## config.mk

```make
export PLATFORM = sky130hd
export DESIGN_NAME = dcache_port_arbiter_flat
export DESIGN_NICKNAME = d
export VERILOG_FILES = /design/src/rtl/dcache_port_arbiter_if.sv /design/src/rtl/dcache_port_arbiter.sv /design/src/flat_wrapper.sv
export SDC_FILE = /design/constraint.sdc
export NUM_CORES = 1
export LEC_CHECK = 0
export CAP_MARGIN = 0
export CORE_AREA = 2 2 171 173
export DETAILED_ROUTE_END_ITERATION = 10
export DIE_AREA = 0 0 173 175
export PLACE_DENSITY = 0.43
export SLEW_MARGIN = 20
export SYNTH_ARGS = -nofsm -noshare
export SYNTH_HDL_FRONTEND = slang
export SYNTH_SLANG_ARGS = --single-unit
```

## constraint.sdc

```tcl
create_clock -name clk -period 2.9 [get_ports clk]
set_input_delay 0.58 -clock clk [delete_from_list [all_inputs] [get_ports clk]]
set_output_delay 0.58 -clock clk [all_outputs]
set_load 0.01 [all_outputs]
```

## src/rtl/dcache_port_arbiter_if.sv

```systemverilog
// Request/response bus shared by the pipeline ports and the D-cache core.
// master drives requests and consumes responses; slave acks requests and returns responses.
interface dcache_port_arbiter_if #(
    parameter int DATA_W = 64,
    parameter int TAG_W  = 13
);
    logic              reqcyc;
    logic [DATA_W-1:0] req;
    logic [TAG_W-1:0]  reqtag;
    logic              reqack;
    logic              respcyc;
    logic [DATA_W-1:0] resp;
    logic              respack;

    modport master (
        output reqcyc, req, reqtag, respack,
        input  reqack, respcyc, resp
    );

    modport slave (
        input  reqcyc, req, reqtag, respack,
        output reqack, respcyc, resp
    );
endinterface

```

## src/rtl/dcache_port_arbiter.sv

```systemverilog
// Round-robin arbiter sharing the D-cache core bus between the M (load) and W (store) ports,
// granting one whole transaction at a time with a single transaction outstanding.
module dcache_port_arbiter #(
    parameter int DATA_W   = 64,
    parameter int TAG_W    = 13,
    parameter int WR_BEATS = 9,
    parameter int RD_BEATS = 8
) (
    input  logic                   clk,
    input  logic                   reset,
    dcache_port_arbiter_if.slave   m,
    dcache_port_arbiter_if.slave   w,
    dcache_port_arbiter_if.master  c,
    output logic [1:0]             grant
);

    localparam int MAX_BEATS = (WR_BEATS > RD_BEATS) ? WR_BEATS : RD_BEATS;
    localparam int CNT_W     = $clog2(MAX_BEATS + 1);

    typedef enum logic [1:0] {
        S_IDLE,
        S_REQ,
        S_RESP
    } state_t;

    state_t           state;
    logic             last_w;
    logic             is_read;
    logic [CNT_W-1:0] count;
    logic             pick_m;
    logic             own_m;
    logic             own_w;

    // On contention the port that did not own the previous transaction wins.
    assign pick_m = m.reqcyc & (~w.reqcyc | last_w);
    assign own_m  = grant[1];
    assign own_w  = grant[0];

    always_ff @(posedge clk or negedge reset) begin
        if (!reset) begin
            state   <= S_IDLE;
            grant   <= '0;
            last_w  <= 1'b1;
            is_read <= 1'b0;
            count   <= '0;
        end else begin
            case (state)
                S_IDLE: begin
                    if (m.reqcyc || w.reqcyc) begin
                        grant   <= pick_m ? 2'b10 : 2'b01;
                        is_read <= pick_m ? m.reqtag[0] : w.reqtag[0];
                        count   <= '0;
                        state   <= S_REQ;
                    end
                end
                S_REQ: begin
                    if (c.reqcyc && c.reqack) begin
                        if (is_read) begin
                            count <= '0;
                            state <= S_RESP;
                        end else if (count == CNT_W'(WR_BEATS - 1)) begin
                            last_w <= grant[0];
                            grant  <= '0;
                            count  <= '0;
                            state  <= S_IDLE;
                        end else begin
                            count <= count + 1'b1;
                        end
                    end
                end
                S_RESP: begin
                    if (c.respcyc && c.respack) begin
                        if (count == CNT_W'(RD_BEATS - 1)) begin
                            last_w <= grant[0];
                            grant  <= '0;
                            count  <= '0;
                            state  <= S_IDLE;
                        end else begin
                            count <= count + 1'b1;
                        end
                    end
                end
                default: begin
                    grant <= '0;
                    count <= '0;
                    state <= S_IDLE;
                end
            endcase
        end
    end

    always_comb begin
        c.reqcyc  = 1'b0;
        c.req     = '0;
        c.reqtag  = '0;
        c.respack = 1'b0;
        m.reqack  = 1'b0;
        m.respcyc = 1'b0;
        m.resp    = '0;
        w.reqack  = 1'b0;
        w.respcyc = 1'b0;
        w.resp    = '0;
        if (state == S_REQ) begin
            if (own_m) begin
                c.reqcyc = m.reqcyc;
                c.req    = m.req;
                c.reqtag = m.reqtag;
                m.reqack = c.reqack;
            end else if (own_w) begin
                c.reqcyc = w.reqcyc;
                c.req    = w.req;
                c.reqtag = w.reqtag;
                w.reqack = c.reqack;
            end
        end else if (state == S_RESP) begin
            // Data fans out to both ports; only the owner sees a valid strobe.
            m.resp = c.resp;
            w.resp = c.resp;
            if (own_m) begin
                m.respcyc = c.respcyc;
                c.respack = m.respack;
            end else if (own_w) begin
                w.respcyc = c.respcyc;
                c.respack = w.respack;
            end
        end
    end

    a_respcyc_in_resp: assert property (@(posedge clk) disable iff (!reset)
        c.respcyc |-> (state == S_RESP))
        else $fatal(1, "c_respcyc asserted outside RESP");

    a_reqack_in_req: assert property (@(posedge clk) disable iff (!reset)
        c.reqack |-> (state == S_REQ))
        else $fatal(1, "c_reqack asserted outside REQ");

    a_grant_onehot: assert property (@(posedge clk) disable iff (!reset)
        (state != S_IDLE) |-> $onehot(grant))
        else $fatal(1, "grant not one-hot while busy");

endmodule

```

## src/flat_wrapper.sv

```systemverilog
// flat-port wrapper written by rule: the top's interface ports become plain ports
module dcache_port_arbiter_flat 
#(
    parameter int DATA_W   = 64,
    parameter int TAG_W    = 13,
    parameter int WR_BEATS = 9,
    parameter int RD_BEATS = 8
)
  (clk, reset, grant, m_reqcyc, m_req, m_reqtag, m_respack, m_reqack, m_respcyc, m_resp, w_reqcyc, w_req, w_reqtag, w_respack, w_reqack, w_respcyc, w_resp, c_reqcyc, c_req, c_reqtag, c_respack, c_reqack, c_respcyc, c_resp);
  dcache_port_arbiter_if #(.DATA_W(DATA_W), .TAG_W(TAG_W)) m_i ();
  dcache_port_arbiter_if #(.DATA_W(DATA_W), .TAG_W(TAG_W)) w_i ();
  dcache_port_arbiter_if #(.DATA_W(DATA_W), .TAG_W(TAG_W)) c_i ();
  input  logic clk;
  input  logic reset;
  output logic [1:0] grant;
  input wire logic [$bits(m_i.reqcyc)-1:0] m_reqcyc;
  input wire logic [$bits(m_i.req)-1:0] m_req;
  input wire logic [$bits(m_i.reqtag)-1:0] m_reqtag;
  input wire logic [$bits(m_i.respack)-1:0] m_respack;
  output wire logic [$bits(m_i.reqack)-1:0] m_reqack;
  output wire logic [$bits(m_i.respcyc)-1:0] m_respcyc;
  output wire logic [$bits(m_i.resp)-1:0] m_resp;
  input wire logic [$bits(w_i.reqcyc)-1:0] w_reqcyc;
  input wire logic [$bits(w_i.req)-1:0] w_req;
  input wire logic [$bits(w_i.reqtag)-1:0] w_reqtag;
  input wire logic [$bits(w_i.respack)-1:0] w_respack;
  output wire logic [$bits(w_i.reqack)-1:0] w_reqack;
  output wire logic [$bits(w_i.respcyc)-1:0] w_respcyc;
  output wire logic [$bits(w_i.resp)-1:0] w_resp;
  output wire logic [$bits(c_i.reqcyc)-1:0] c_reqcyc;
  output wire logic [$bits(c_i.req)-1:0] c_req;
  output wire logic [$bits(c_i.reqtag)-1:0] c_reqtag;
  output wire logic [$bits(c_i.respack)-1:0] c_respack;
  input wire logic [$bits(c_i.reqack)-1:0] c_reqack;
  input wire logic [$bits(c_i.respcyc)-1:0] c_respcyc;
  input wire logic [$bits(c_i.resp)-1:0] c_resp;
  assign m_i.reqcyc = m_reqcyc;
  assign m_i.req = m_req;
  assign m_i.reqtag = m_reqtag;
  assign m_i.respack = m_respack;
  assign m_reqack = m_i.reqack;
  assign m_respcyc = m_i.respcyc;
  assign m_resp = m_i.resp;
  assign w_i.reqcyc = w_reqcyc;
  assign w_i.req = w_req;
  assign w_i.reqtag = w_reqtag;
  assign w_i.respack = w_respack;
  assign w_reqack = w_i.reqack;
  assign w_respcyc = w_i.respcyc;
  assign w_resp = w_i.resp;
  assign c_reqcyc = c_i.reqcyc;
  assign c_req = c_i.req;
  assign c_reqtag = c_i.reqtag;
  assign c_respack = c_i.respack;
  assign c_i.reqack = c_reqack;
  assign c_i.respcyc = c_respcyc;
  assign c_i.resp = c_resp;
  dcache_port_arbiter #(.DATA_W(DATA_W), .TAG_W(TAG_W), .WR_BEATS(WR_BEATS), .RD_BEATS(RD_BEATS)) u_core (.clk(clk), .reset(reset), .m(m_i), .w(w_i), .c(c_i), .grant(grant));
endmodule
```

==> metrics.md <==
| Metric | Value |
|---|---|
| Total Wirelength | 18800 um |
| Antenna violations before repair | 1 |
| Unique masters post-synth | 39 |
| Fin Hold WS | 0.547 ns |
| Final instance area | 7200 um^2 |
| Die height | 175 um |
| Fin nets | 929 |
| Final hold violation count | 0 |
| CTS Buffer Depth | 2 |
| Power per Cell Area | 504 nW/um^2 |
| Clock-pin slew of the registers on the worst-case setup and hold paths | 0.04 ns |
| Worst hold-check path type | reg2reg |
| Rows | 62 |
| Synthesized area | 2420 um^2 |
| Fillers | 3092 |
| 1st-pass router iterations | 4 |
| Vias in the first global route | 3907 |
| Synth Flop Type | dfrtp_1 |
| Register bit total from synthesis | 10 |
| Starting Density | 8.53% |
| Placed inst area | 6990 um^2 |
| CTS root buf | clkbuf_16 |
| Slew Limit Fails | 0 |
| Setup WS post-layout | 0.118 ns |
| Ports | 439 |
| Synth Warn # | 0 |
| Gr ovfl total | 0 |
| Sequential cell area | 251 um^2 |
| Crit path buf inv count | 5 |
| Max Freq | 359 MHz |
| Max VDD drop | 0.251 mV |
| Startpoint Class | flip-flop |
| Drt wl/cell | 17.4 um |
| Worst path required time | 2.32 ns |
| CTS tree | yes |
| Die X | 173 um |
| Hold-fix buffers, CTS | 0 |
| P&R area growth vs syn | 197% |
| Asr flop ratio synth | 100% |
| WS Path Type | reg2out |
| Largest net degree at the start of global routing | 68 |
| Layout cell share with drive strength beyond 1 | 6.46% |
| Syn avg cell area | 7.62 um^2 |
| Setup-failing EPs final | 0 |
| CTS sink count | 10 |
| Period utilization | 95.9% |
| Slowest-stage cell, CP | clkdlybuf4s50_1 |
| Post-Synthesis Cells | 318 |
| DRT iter0 DRCs | 116 |
| Syn nets | 549 |
| RePlAce Congestion | 0.773 |
| Via density | 3.60 |
| Pre-CTS setup slack | 0.187 ns |
| Area of the multi-input gates | 1570 um^2 |
| Most common cell after layout, fill and taps aside | clkdlybuf4s50_1 |
| # DRC | 0 |
| First-pass GRT wire length | 25200 um |
| Relative slew slack | 67.9% |
| CP top delay family | buffers and inverters |
| Status | completed |
| Worst-Margin Slew | 0.480 ns |
| Hold wc startpoint | u_core.count[2]$_DFFE_PN0P_ |
| Diode count | 0 |
| H-Tree Depth | 1 |
| WP data arrival | 2.20 ns |
| # port buffers | 438 |
| Largest stage delay, worst path | 0.56 ns |
| Crit. End Element | output port |
| Clock Skew | 0.00293 ns |
| Final core utilization | 25.4% |
| CP Max Fanout | 25 |
| Post-DP HPWL | 16200 um |
| Max Cap Viol | 0 |
| Cell mode on critical path | inv_1 |
| TritonCTS Buffers | 3 |
| Total GRT Usage | 11.1% |
| Most frequent cells in the layout | clkdlybuf4s50_1, a22o_1, and2_1 |
| Core Region | 28400 um^2 |
| Die area | 30300 um^2 |
| Vias post-DR | 3887 |
| R2r startpoint | u_core.state[0]$_DFFE_PN0P_ |
| CP startpoint | u_core.state[1]$_DFFE_PN0P_ |
| Crit path cell chain | inv_1, ha_2, inv_1, nor3_4, buf_12, buf_16, a22o_1, clkdlybuf4s50_1 |
| Worst-skew pair later-pin latency | 0.24 ns |
| Lkg Pwr | 3.07 nW |
| Post-route ant nets | 0 |
| Sequential area share after synthesis | 10.4% |
| Number of synthesized flops with an enable pin | 0 |
| Tmin final | 2.78 ns |
==> synthesized netlist by cell type (2+ instances only) <==
cell type	n	area, um^2
clkbuf_1	19	71.3
buf_2	6	30.0
nand2b_1	2	12.5
nor3_1	4	20.0
a22o_1	77	674
mux2i_1	4	40.0
nand4_1	2	12.5
inv_1	12	45.0
dfrtp_1	9	225
and3_1	2	12.5
nor2b_1	2	12.5
o21ai_0	7	35.0
nor2_1	3	11.3
buf_4	64	480
nand3b_1	3	22.5
ha_1	5	62.6
nand2_1	8	30.0
a21oi_1	3	15.0
and2_1	66	413
==> sequential cells by signal, summed over array words and instances (netlist names) <==
| name | count |
|---|---|
| u_core.is_read | 1 |
| u_core.count | 4 |
| u_core.grant | 2 |
| u_core.state | 2 |
| u_core.last_w | 1 |
==> cells by family (layout without fill, tap and decap cells) <==
family,Yosys count,after routing,synth area share [%]
muxes,6,6,2.74
buffers and inverters,102,481,26.3
adders and majority gates,5,5,2.58
and+or+nand+nor,97,97,24.1
DFF,10,10,10.4
AOI/OAI and AO/OA,98,98,33.9
==> final cells by class <==
class                           instances  area share, %
Tap cell                              384           6.67
Multi-Input combinational cell        206           21.7
Sequential cell                        10           3.49
Inverter                               12          0.625
Timing Repair Buffer                  465           66.2
Clock buffer                            4           1.23
==> layer usage <==
| layer | global-route usage (%) | part of all wire, % |
|---|---|---|
| met4 | 2.12 | 1.3 |
| met3 | 4.20 | 12 |
| met2 | 19.8 | 49 |
| met5 | 0 | 0.069 |
| met1 | 12.6 | 38 |
==> metrics by stage <==
| step | TNS, ns | cells | power (mW) |
|---|---|---|---|
| 6_report | 0 | 1081 | 3.63 |
| 5_1_grt | -0.116 | 1081 | 3.88 |
| 4_1_cts | 0 | 1079 | 3.65 |
| 3_5_place_dp | 0 | 1073 | 3.33 |
| 3_3_place_gp | 0 | 1073 | 3.36 |
| 2_1_floorplan | 0 | 318 | 1.57 |
==> what timing repair did <==
item                       CTS  global route
pin swaps                    1             0
gates resized for setup      2            27
cloned                       0             1
buffers inserted             2             1
setup endpoints to repair    5           105
==> worst reg2reg max path: cells and delay by family (launching register included) <==
family / cells / cell delay, ns
simple gates: 2 / 0.26
fa+ha+maj: 1 / 0.23
mux: 1 / 0.31
buf+inv: 2 / 0.25
flops: 1 / 0.34
compound gates: 2 / 0.67
==> path summary, 6_finish.rpt <==
check                                              end  depth (start not counted)  slack (ns)
setup / recovery                             c_req[60]                          8        0.12
min in group asynchronous  u_core.count[0]$_DFFE_PN0P_                          1        0.67
hold reg to reg            u_core.count[2]$_DFFE_PN0P_                          1        0.55
setup reg to reg           u_core.grant[1]$_DFFE_PN0P_                          8        0.72
max in group asynchronous    u_core.last_w$_DFFE_PN1P_                          1        1.88
hold / removal             u_core.count[2]$_DFFE_PN0P_                          1        0.55
==> where the power goes <==
group	total [mW]	internal (mW)	switching [mW]
Clock	0.277	0.208	0.0691
Combinational	3.13	1.78	1.36
Sequential	0.221	0.190	0.0317
(Power assumes the default switching activity.)
